===== config.mk =====
export PLATFORM = sky130hd
export DESIGN_NAME = paicore_send_mc
export DESIGN_NICKNAME = d
export VERILOG_FILES = /design/src/rtl/paicore_send_mc.sv
export SDC_FILE = /design/constraint.sdc
export NUM_CORES = 1
export LEC_CHECK = 0
export ABC_CLOCK_PERIOD_IN_PS = 20900
export CELL_PAD_IN_SITES_DETAIL_PLACEMENT = 0
export CELL_PAD_IN_SITES_GLOBAL_PLACEMENT = 1
export CORE_MARGIN = 3
export CORE_UTILIZATION = 44
export CTS_CLUSTER_DIAMETER = 120
export CTS_CLUSTER_SIZE = 12
export DETAILED_ROUTE_END_ITERATION = 12
export PLACE_DENSITY_LB_ADDON = 0.08
export RECOVER_POWER = 50
export SLEW_MARGIN = 10
export SYNTH_ARGS = -nofsm -noshare
export SYNTH_HDL_FRONTEND = slang
export SYNTH_SLANG_ARGS = --single-unit

===== constraint.sdc =====
create_clock -name s_axis_aclk -period 20.9 [get_ports s_axis_aclk]
set_input_delay 4.18 -clock s_axis_aclk [delete_from_list [all_inputs] [get_ports s_axis_aclk]]
set_output_delay 4.18 -clock s_axis_aclk [all_outputs]
set_load 0.1 [all_outputs]

===== src/rtl/paicore_send_mc.sv =====
// paicore_send_mc
// Downstream send path to PAICORE: AXI-Stream words are counted into frames,
// buffered as {last,data} in a small FIFO, then each word is serialised into
// DATA_W/OUT_W beats on a 4-phase req/ack bus. The acknowledge comes straight
// from the chip pins, so it is resynchronised before the handshake FSM uses it.
module paicore_send_mc #(
    parameter int DATA_W      = 64,
    parameter int OUT_W       = 32,
    parameter int LEN_W       = 32,
    parameter int FIFO_DEPTH  = 16,
    parameter int SYNC_STAGES = 2
) (
    input  logic                          s_axis_aclk,
    input  logic                          s_axis_areset,
    input  logic [LEN_W-1:0]              send_len,
    output logic [LEN_W-1:0]              data_cnt,
    output logic [LEN_W-1:0]              tlast_cnt,
    output logic                          s_axis_tready,
    input  logic [DATA_W-1:0]             s_axis_tdata,
    input  logic                          s_axis_tlast,
    input  logic                          s_axis_tvalid,
    output logic                          write_hsked,
    output logic [DATA_W-1:0]             write_data,
    output logic [$clog2(FIFO_DEPTH):0]   fifo_level,
    output logic                          snn_in_hsked,
    input  logic                          acknowledge,
    output logic                          request,
    output logic [OUT_W-1:0]              dout,
    output logic                          tx_busy,
    output logic                          o_tx_done
);

    localparam int BEATS = DATA_W / OUT_W;
    localparam int AW    = $clog2(FIFO_DEPTH);
    localparam int LW    = AW + 1;
    localparam int BW    = (BEATS > 1) ? $clog2(BEATS) : 1;

    localparam logic [LW-1:0]    FULL_LVL  = LW'(FIFO_DEPTH);
    localparam logic [LW-1:0]    LVL_ONE   = LW'(1);
    localparam logic [BW-1:0]    LAST_BEAT = BW'(BEATS - 1);
    localparam logic [LEN_W-1:0] LEN_ONE   = LEN_W'(1);

    typedef enum logic [1:0] {
        ST_IDLE = 2'd0,
        ST_REQ  = 2'd1,
        ST_DROP = 2'd2
    } state_t;

    // Extract beat number idx of a word, least-significant slice first.
    function automatic logic [OUT_W-1:0] beat_slice(input logic [DATA_W-1:0] w,
                                                    input int unsigned idx);
        logic [DATA_W-1:0] sh;
        sh = w >> (idx * OUT_W);
        return sh[OUT_W-1:0];
    endfunction

    logic clk;
    logic rst;
    assign clk = s_axis_aclk;
    assign rst = s_axis_areset;

    // ------------------------------------------------------------------
    // Input side: frame counting
    // ------------------------------------------------------------------
    logic [LEN_W-1:0] data_cnt_q, data_cnt_d;
    logic [LEN_W-1:0] tlast_cnt_q, tlast_cnt_d;
    logic [LEN_W-1:0] len_q, len_d;
    logic [LEN_W-1:0] len_eff;
    logic             in_hsk;
    logic             in_last;
    logic             fifo_full;
    logic             fifo_empty;
    logic             fifo_pop;

    // Ready is held low through reset so nothing is accepted into a flushing FIFO.
    assign s_axis_tready = ~fifo_full & ~rst;
    assign in_hsk        = s_axis_tvalid & s_axis_tready;
    assign write_hsked   = in_hsk;
    assign write_data    = s_axis_tdata;
    assign data_cnt      = data_cnt_q;
    assign tlast_cnt     = tlast_cnt_q;

    // Frame length is captured from send_len only on the first word of a frame.
    always_comb begin
        len_eff = len_q;
        if (data_cnt_q == '0) begin
            len_eff = (send_len == '0) ? LEN_ONE : send_len;
        end
        in_last     = s_axis_tlast | (data_cnt_q == (len_eff - LEN_ONE));
        data_cnt_d  = data_cnt_q;
        tlast_cnt_d = tlast_cnt_q;
        len_d       = len_q;
        if (in_hsk) begin
            len_d = len_eff;
            if (in_last) begin
                data_cnt_d  = '0;
                tlast_cnt_d = tlast_cnt_q + LEN_ONE;
            end else begin
                data_cnt_d  = data_cnt_q + LEN_ONE;
            end
        end
    end

    // Frame counter registers.
    always_ff @(posedge clk) begin
        if (rst) begin
            data_cnt_q  <= '0;
            tlast_cnt_q <= '0;
            len_q       <= '0;
        end else begin
            data_cnt_q  <= data_cnt_d;
            tlast_cnt_q <= tlast_cnt_d;
            len_q       <= len_d;
        end
    end

    // ------------------------------------------------------------------
    // FIFO of {last, data}
    // ------------------------------------------------------------------
    logic [DATA_W:0]   mem [FIFO_DEPTH];
    logic [AW-1:0]     wr_ptr_q, wr_ptr_d;
    logic [AW-1:0]     rd_ptr_q, rd_ptr_d;
    logic [LW-1:0]     level_q, level_d;
    logic [DATA_W:0]   fifo_rdata;

    assign fifo_full  = (level_q == FULL_LVL);
    assign fifo_empty = (level_q == '0);
    assign fifo_rdata = mem[rd_ptr_q];
    assign fifo_level = level_q;

    // Pointer and occupancy update; simultaneous push and pop leave level unchanged.
    always_comb begin
        wr_ptr_d = wr_ptr_q;
        rd_ptr_d = rd_ptr_q;
        level_d  = level_q;
        if (in_hsk) begin
            wr_ptr_d = wr_ptr_q + AW'(1);
        end
        if (fifo_pop) begin
            rd_ptr_d = rd_ptr_q + AW'(1);
        end
        case ({in_hsk, fifo_pop})
            2'b10:   level_d = level_q + LVL_ONE;
            2'b01:   level_d = level_q - LVL_ONE;
            default: level_d = level_q;
        endcase
    end

    // FIFO control registers; reset flushes by clearing pointers and level.
    always_ff @(posedge clk) begin
        if (rst) begin
            wr_ptr_q <= '0;
            rd_ptr_q <= '0;
            level_q  <= '0;
        end else begin
            wr_ptr_q <= wr_ptr_d;
            rd_ptr_q <= rd_ptr_d;
            level_q  <= level_d;
        end
    end

    // FIFO storage; contents need no reset since occupancy gates every read.
    always_ff @(posedge clk) begin
        if (in_hsk) begin
            mem[wr_ptr_q] <= {in_last, s_axis_tdata};
        end
    end

    // ------------------------------------------------------------------
    // Acknowledge synchroniser
    // ------------------------------------------------------------------
    logic [SYNC_STAGES-1:0] ack_sync_q;
    logic                   ack_s;

    assign ack_s = ack_sync_q[SYNC_STAGES-1];

    // Shift the asynchronous acknowledge through SYNC_STAGES flops.
    always_ff @(posedge clk) begin
        if (rst) begin
            ack_sync_q <= '0;
        end else begin
            ack_sync_q <= {ack_sync_q[SYNC_STAGES-2:0], acknowledge};
        end
    end

    // ------------------------------------------------------------------
    // Serialiser FSM
    // ------------------------------------------------------------------
    state_t            state_q, state_d;
    logic [DATA_W-1:0] word_q, word_d;
    logic              last_q, last_d;
    logic [BW-1:0]     beat_q, beat_d;
    logic              request_q, request_d;
    logic [OUT_W-1:0]  dout_q, dout_d;
    logic              snn_pulse;
    logic              done_pulse;

    assign request      = request_q;
    assign dout         = dout_q;
    assign tx_busy      = (state_q != ST_IDLE);
    assign snn_in_hsked = snn_pulse & ~rst;
    assign o_tx_done    = done_pulse & ~rst;

    // Next state: request and dout are registered and only change on REQ entry
    // (dout) or REQ/DROP transitions (request); a new word is never started
    // while the synchronised acknowledge is still high.
    always_comb begin
        state_d    = state_q;
        word_d     = word_q;
        last_d     = last_q;
        beat_d     = beat_q;
        request_d  = request_q;
        dout_d     = dout_q;
        fifo_pop   = 1'b0;
        snn_pulse  = 1'b0;
        done_pulse = 1'b0;
        case (state_q)
            ST_IDLE: begin
                if (!fifo_empty && !ack_s) begin
                    fifo_pop  = 1'b1;
                    snn_pulse = 1'b1;
                    word_d    = fifo_rdata[DATA_W-1:0];
                    last_d    = fifo_rdata[DATA_W];
                    beat_d    = '0;
                    request_d = 1'b1;
                    dout_d    = beat_slice(fifo_rdata[DATA_W-1:0], 0);
                    state_d   = ST_REQ;
                end
            end
            ST_REQ: begin
                if (ack_s) begin
                    request_d = 1'b0;
                    state_d   = ST_DROP;
                end
            end
            ST_DROP: begin
                if (!ack_s) begin
                    if (beat_q == LAST_BEAT) begin
                        done_pulse = last_q;
                        state_d    = ST_IDLE;
                    end else begin
                        beat_d    = beat_q + BW'(1);
                        request_d = 1'b1;
                        dout_d    = beat_slice(word_q, 32'(beat_q) + 32'd1);
                        state_d   = ST_REQ;
                    end
                end
            end
            default: begin
                state_d = ST_IDLE;
            end
        endcase
    end

    // Serialiser state registers.
    always_ff @(posedge clk) begin
        if (rst) begin
            state_q   <= ST_IDLE;
            word_q    <= '0;
            last_q    <= 1'b0;
            beat_q    <= '0;
            request_q <= 1'b0;
            dout_q    <= '0;
        end else begin
            state_q   <= state_d;
            word_q    <= word_d;
            last_q    <= last_d;
            beat_q    <= beat_d;
            request_q <= request_d;
            dout_q    <= dout_d;
        end
    end

endmodule


**After elaboration in Yosys (flattened, before gate mapping)**

Memories as Yosys holds them, arrays and structs flattened. A register that Yosys moved wholly into a read port is not among the register bits.
Cells that the tools add are included.

- Register bits after elaboration: 212
- Bits in writable memories: 1040
- Memories kept: 1

- $add $sub $neg: 9
- Eq/ne operators: 10
- Shift operators: 1
- Muxes and demuxes: 31
- Bitwise gates (word level): 7
- Reduce and logical (&&, ||, !) cells: 17

Memories:

| name | depth | width | rd ports | clocked after Yosys merged registers in | wr ports | RTL line | source |
|---|---|---|---|---|---|---|---|
| mem | 16 | 65 | 1 | 1 | 1 | 120 | `logic [DATA_W:0] mem [FIFO_DEPTH];` |

Operator list:

| cell | count |
|---|---|
| $mux 32 | 6 |
| $add 32x1->32 const B | 2 |
| $logic_not 32->1 | 2 |
| $pmux 32 s2 | 1 |
| $shr 64x7->32 | 1 |
| $eq 32x32->1 | 1 |
| $sub 32x1->32 const B | 1 |
| $mux 1 | 15 |
| $pmux 5 s2 | 1 |
| $add 4x1->4 const B | 2 |
| $mux 4 | 2 |
| $ne 2x2->1 const B | 4 |
| $mux 2 | 3 |
| $pmux 2 s3 | 1 |
| $reduce_and 3->1 | 2 |
| $reduce_bool 2->1 | 3 |
| $add 5x1->5 const B | 1 |
| $eq 5x5->1 const B | 1 |
| $logic_not 5->1 | 1 |
| $reduce_and 5->1 | 1 |
| $sub 5x1->5 const B | 1 |
| $and 1x1->1 | 4 |
| $eq 2x1->1 const B | 2 |
| $eq 2x2->1 const B | 2 |
| other kinds (12) | 15 |

**Longest topological paths before layout**

Gate-level depths: netlist of the first run.

- Word-level depth: 7
- Depth in mapped cells: 24

**Worst setup path before layout of the first run**

Ideal clock, no wire load.

- Path kind: input port to flip-flop
- Start point: input port s_axis_areset
- End point: memory mem[0][0] (netlist name), enable pin
- Setup time: 567 ps
- Data arrival time: 12162 ps
- Path slack: 8170 ps
- Cell stages on the path: 6
- Cell sequence: a21oi_1 > nand2_1 > clkinv_1 > buf_1 > nand2_1 > nor3_1

- Word-level cells in the longest chain between the ends: 5

Ends and longest elaborated chain:

| what | RTL line | source |
|---|---|---|
| start, declared | 14 | `input logic s_axis_areset,` |
| $not 1->1 | 76 | `assign s_axis_tready = ~fifo_full & ~rst;` |
| $and 1x1->1 | 76 |  |
| $and 1x1->1 | 77 | `assign in_hsk = s_axis_tvalid & s_axis_tready;` |
| net write_hsked | 22 | `output logic write_hsked,` |
| $mux 1 | 164 | `if (in_hsk) begin` |
| $mux 1 (not written as such) | 165 | `mem[wr_ptr_q] <= {in_last, s_axis_tdata};` |
| end, declared | 120 |  |

The timed path passes the listed nets, and every way through them passes these cells.

**Worst setup path after layout of the first run**

- Start point: input port s_axis_areset
- End point: output port write_hsked

- Word-level cells in the longest chain between the ends: 3

Ends and longest elaborated chain:

| what | RTL line |
|---|---|
| $not 1->1 | 76 |
| $and 1x1->1 | 76 |
| $and 1x1->1 | 77 |
| end, declared | 22 |

Every way passes these cells.

==> out/results.txt, run 1 <==
Outcome - finished, violations left
Violated checks - capacitance limit, slew limit
Final WL - 129100 microns
Synthesized instance count - 2901
Layout Utilization - 0.5087
Final WS setup - 6.100 ns
Worst-path cell chain - clkbuf_1, a21oi_1, nand2_1, buf_4, clkinv_1, clkdlybuf4s50_1
Fin crit share - 0.7082
Final Hold Vio Count - 0
Primary FF master, synth - edfxtp_1
Number of synthesized flops with an enable pin - 1040
Pre-CTS WS - 9.798 ns
PD cells - 109.2 mW/mm^2
Sequential cell area - 0.03493 sq mm
VDD IR max - 0.1030 mV
Clock transition at the registers of the reported paths - 0.06 ns
HP Class - register to register
Gpl congestion - 0.8374
Max cap viols - 5
Total grt overflow - 0
Syn avg cell area - 17.35 sq um
Top delay family on crit path - buffers and inverters
Layout area overhead - 14.14%
Clock Sinks - 1224
Worst Setup End Kind - primary output
Initial Utilization - 0.4457
Synth Warn # - 0
Post-synth net total - 3016
Final setup violation count - 0
Layout cell share with drive strength beyond 1 - 0.1754
Crit path buffers/inverters - 4
Placed cells - 4480
Crit path kind - input port to primary output
CTS root buf - clkbuf_16
Slowest CP cell - clkbuf_1
Postcts setup bufs - 0
Filler cells - 9286
Routed WL per cell - 27.67 microns
Rows - 123
First-pass GRT wire length - 189700 microns
Seq/Total Area, Yosys - 0.6935
WP data arrival - 10.62 ns
Clk_skew - 0.03299 ns
Power Total - 6.274 mW
Crit-path max cell delay - 4.14 ns
Die area - 0.1185 sq mm
Largest net degree at the start of global routing - 170
Die W - 344.3 microns
Hold buffers post-CTS - 0
CTS tree - built
Number of nets in the layout - 3208
IO Pins - 272
Pint - 4.392 mW
Design area - 0.05746 sq mm
Multi-input combinational cell area - 0.01426 sq mm
Vias in the first global route - 28070
Worst-Skew Late Latency - 0.70 ns
Asr flop ratio synth - 0
Max Slew Vio Count - 296
Clock buffer count from CTS - 111
Logic gate share of total power - 0.249
Clk pwr share - 0.298
DPL Wire Length - 71500 microns
Post-cts sizing count - 0
Critical path fanouts, max - 137
Min Hold Slack - 0.4472 ns
DRT iter0 DRCs - 2081
First-pass detailed-route iteration total - 5
Antenna violations before repair - 3
DR vias/cell - 5.817
Reg power frac - 0.453
Max-slew headroom - -3.030
Port Buf Inserts - 271
Tot GR Track Use - 0.2190
Netlist cell types - 71
Worst setup SP type - input port
Final min period - 14.80 ns
Non-filler cells, final - 4666
RSZ-0062 raised after global routing - no
Peak Freq - 67.57 MHz
Die Ht - 344.3 microns
Placed Area - 0.05434 sq mm
Floorplan Core Area - 0.1130 sq mm
# DRC - 0
Maximum root-to-sink buffer count - 3
Switching part of the total power - 0.3000
Leakage power - 17.80 nW
Syn Std Cell Area - 0.05035 sq mm
Vias post-DR - 27140
Worst-Margin Slew - 6.046 ns
Sw power - 1.883 mW
Sum Neg Setup Slack - 0 ns
Seq cells post-synth - 1224
H-tree Lvls - 3
Req. time, crit path - 16.72 ns
Antenna Nets Post-Route - 0
flip-flops by register name (all words and copies together) (netlist names), named ones only:
signal and cells:
mem 1040, data_cnt 32, dout 32, len_q 32, tlast_cnt 32, word_q 32, fifo_level 5, rd_ptr_q 4
wr_ptr_q 4, ack_sync_q 2, state_q 2, beat_q 1, last_q 1, request 1
per-layer routing:
layer / share of wire / vias to the layer above / track usage
met5: 0.0011 / - / 0
li1: - / 11920 / -
met3: 0.056 / 155 / 0.03580
met4: 0.024 / 6 / 0.05972
met1: 0.42 / 14270 / 0.2998
met2: 0.49 / 793 / 0.3662
cell usage after synthesis, types with 11 or more instances:
cell,number,area [sq um]
a211o_1,11,96.34
a211oi_1,38,285.3
a211oi_2,15,187.7
a21oi_1,92,460.4
and3_1,23,143.9
and4_1,11,96.34
buf_1,32,120.1
buf_2,14,70.07
buf_4,65,488.0
clkbuf_1,136,510.5
dfxtp_1,184,3684
edfxtp_1,1040,31230
ha_1,13,162.7
inv_1,16,60.06
mux2_1,27,304.0
mux2i_1,19,190.2
mux4_2,325,7320
nand2_1,149,559.3
nand2b_1,59,369.1
nand3_1,39,195.2
nand4_1,34,212.7
nor2_1,119,446.7
nor2b_1,35,219.0
nor3_1,65,325.3
nor3b_1,37,277.8
nor4_1,35,219.0
o211ai_1,19,142.6
o21ai_0,42,210.2
or3_1,17,106.4
xnor2_1,38,332.8
xor2_1,39,341.6
worst register-to-register path, delay by kind of cell (launching register included):
kind / cells / cell delay, ns
AND/OR/NAND/NOR: 9 / 3.04
buffers and inverters: 4 / 1.19
AO/OA/AOI/OAI: 3 / 1.07
adder cells (fa/ha/maj): 2 / 0.47
flip-flops: 1 / 0.44
multiplexers: 1 / 0.30
power groups by stage:
| stage | combinational [mW] | sequential [mW] | clock (mW) |
|---|---|---|---|
| global placement | 1.58 | 2.89 | 0 |
| global route | 1.68 | 2.86 | 2.02 |
| finish | 1.56 | 2.84 | 1.87 |
| floorplan | 1.00 | 3.06 | 0 |
| detailed placement | 1.60 | 2.90 | 0 |
| CTS | 1.60 | 2.84 | 1.93 |
placed cells by master (no fill, tap or decap), drive strengths merged, types with 23 or more instances in the layout:
master and n:
edfxtp 1040, mux4 325, clkbuf 189, dfxtp 184, nand2 149, clkdlybuf4s50 139, dlygate4sd3 128, nor2 119
a21oi 93, nor3 65, nand2b 59, buf 55, a211oi 53, o21ai 45, nor4 41, nand3 39
xor2 39, xnor2 38, nor3b 37, nand4 36, nor2b 35, mux2 29, and3 23
path summary, 6_finish.rpt:
kind	from	end	slack (ns)	cells past startpoint
setup / recovery	s_axis_areset	write_hsked	6.10	6
hold / removal	ack_sync_q[0]$_SDFF_PP0_	ack_sync_q[1]$_SDFF_PP0_	0.45	1
setup reg to reg	data_cnt[0]$_SDFFE_PP0P_	data_cnt[27]$_SDFFE_PP0P_	14.02	19
hold reg to reg	ack_sync_q[0]$_SDFF_PP0_	ack_sync_q[1]$_SDFF_PP0_	0.45	1
cell families after synthesis:
group                      synth area share
and+or+nand+nor                     0.07118
muxes                                0.1556
adders and majority gates          0.003629
buffers and inverters               0.02562
DFF                                  0.6935
AOI/OAI and AO/OA                   0.03705
xor gates and xnor gates            0.01340
cell type report:
type / count / share of cell area
clock buffer: 182 / 0.05483
antenna: 2 / 0.00008709
multi-input combinational: 1409 / 0.2482
timing repair buffer: 329 / 0.05480
sequential: 1224 / 0.6079
inverter: 18 / 0.001176
tap: 1500 / 0.03266
clock inverter: 2 / 0.0004355
Note: power is estimated with default switching activity, not from simulation.
==> inputs of run 2 (changes only) <==
- ABC_CLOCK_PERIOD_IN_PS: 20900 -> 13600
- clock period: 20.9 -> 13.6 ns (I/O delays scaled with it)
==> run 2 against run 1 <==
The flow still finishes with violations (capacitance limit, slew limit); first-iteration DRC count increased by 12%; clock power increased by 58%; critical endpoint unchanged; worst hold slack got worse by 0.0014 ns; via count increased by 1.5%; sequential power increased by 55%; sequential share of layout area decreased by 0.22 points; critical path type unchanged; global-route usage increased by 0.19 points; worst setup slack got worse by 3.3 ns; final cell count increased by 0.69%.
==> out/results.txt, run 2 (synthesis results as in run 1) <==
H-tree Lvls - 3
DRT iter0 DRCs - 2336
IO Pins - 272
Rows - 123
Gpl congestion - 0.8906
Worst setup SP type - input port
Sum Neg Setup Slack - 0 ns
Clk pwr share - 0.304
RSZ-0062 raised after global routing - no
Clk_skew - 0.03981 ns
Worst-path cell chain - buf_6, a21oi_1, nand2_1, clkbuf_1, clkinv_1, clkdlybuf4s50_1
VDD IR max - 0.2382 mV
Multi-input combinational cell area - 0.01428 sq mm
Worst-Skew Late Latency - 0.70 ns
Peak Freq - 92.55 MHz
Antenna Nets Post-Route - 0
Postcts setup bufs - 0
Pre-CTS WS - 4.541 ns
Top reg by flops - mem
Critical path fanouts, max - 136
DR vias/cell - 5.865
Vias post-DR - 27550
Die Ht - 344.3 microns
Maximum root-to-sink buffer count - 3
Crit path buffers/inverters - 4
Sequential cell area - 0.03493 sq mm
Floorplan Core Area - 0.1130 sq mm
Sw power - 2.940 mW
Final setup violation count - 0
Tot GR Track Use - 0.2209
Final WL - 130500 microns
Clock buffer count from CTS - 112
Number of nets in the layout - 3212
Crit path kind - input port to primary output
# DRC - 0
Max Slew Vio Count - 208
Worst Setup End Kind - primary output
Hold buffers post-CTS - 0
Final min period - 10.81 ns
Max cap viols - 4
Req. time, crit path - 10.88 ns
Pint - 6.785 mW
Min Hold Slack - 0.4457 ns
WP data arrival - 8.09 ns
Max FFs per register - 1040
CTS tree - built
Vias in the first global route - 28200
Most frequent cells in the layout - edfxtp_1, mux4_2, dfxtp_1
Switching part of the total power - 0.3023
Layout cell share with drive strength beyond 1 - 0.1762
Logic gate share of total power - 0.245
Clock Sinks - 1224
Port Buf Inserts - 271
Antenna violations before repair - 3
PD cells - 168.6 mW/mm^2
Worst-Margin Slew - 3.690 ns
Violated checks - capacitance limit, slew limit
Die area - 0.1185 sq mm
Clock transition at the registers of the reported paths - 0.06 ns
Post-cts sizing count - 0
DPL Wire Length - 73330 microns
Reg power frac - 0.451
Routed WL per cell - 27.79 microns
Layout area overhead - 14.55%
Fin crit share - 0.7945
First-pass GRT wire length - 191800 microns
Top delay family on crit path - buffers and inverters
Filler cells - 9258
HP Class - register to register
First-pass detailed-route iteration total - 7
Commonest non-fill, non-tap cell in the layout - edfxtp_1
Outcome - finished, violations left
Largest net degree at the start of global routing - 141
Slowest CP cell - clkbuf_1
CTS root buf - clkbuf_16
Crit-path max cell delay - 1.63 ns
Total grt overflow - 0
Final Hold Vio Count - 0
Final WS setup - 2.795 ns
Power Total - 9.726 mW
Leakage power - 17.90 nW
Max-slew headroom - -1.460
Initial Utilization - 0.4457
Die W - 344.3 microns
==> run 2: cell count changes in the layout (fill, tap and decap cells not counted), moves of 3 or more <==
cell	before	now
clkbuf_1	73	97
dlygate4sd3_1	128	138
clkdlybuf4s50_1	139	131
buf_4	52	55
nor2_1	108	105
nor2_4	10	13
==> run 2: cell type report <==
| type | instances | area share |
|---|---|---|
| flip-flops and latches | 1224 | 0.6057 |
| multi-input cells | 1409 | 0.2477 |
| repair buffers | 332 | 0.05478 |
| clock buffers | 206 | 0.05563 |
| inverters | 18 | 0.001172 |
| diodes | 3 | 0.0001302 |
| clock inverters | 6 | 0.002408 |
| well taps | 1500 | 0.03254 |
==> run 2: routing by layer <==
| layer | up-vias | global-route usage | routed length (microns) |
|---|---|---|---|
| met1 | 14540 | 0.3075 | 55940 |
| met5 | - | 0 | 27 |
| met2 | 881 | 0.3676 | 64140 |
| li1 | 11950 | - | - |
| met3 | 183 | 0.03415 | 7301 |
| met4 | 4 | 0.05492 | 3146 |
==> run 2: through the flow <==
stage	instance area, sq um	util	std cells
2_1_floorplan	50350	-	2901
3_3_place_gp	54340	0.4810	4483
3_5_place_dp	54340	0.4810	4483
4_1_cts	57690	0.5107	4695
5_1_grt	57670	0.5105	4696
6_report	57670	0.5105	4698
==> run 2: power by group through the flow <==
stage               Clock [mW]  Combinational, mW  Sequential, mW
floorplan                    0               1.54            4.70
detailed placement           0               2.45            4.47
finish                    2.95               2.38            4.39
global route              3.18               2.57            4.40
global placement             0               2.43            4.46
CTS                       3.04               2.46            4.39
==> run 2: worst paths after layout <==
kind,start,to,slack (ns),cells after the start
worst min register to register,ack_sync_q[0]$_SDFF_PP0_,ack_sync_q[1]$_SDFF_PP0_,0.45,1
worst max-delay path,s_axis_areset,write_hsked,2.79,6
worst min-delay path,ack_sync_q[0]$_SDFF_PP0_,ack_sync_q[1]$_SDFF_PP0_,0.45,1
worst max register to register,data_cnt[0]$_SDFFE_PP0P_,data_cnt[5]$_SDFFE_PP0P_,6.57,19
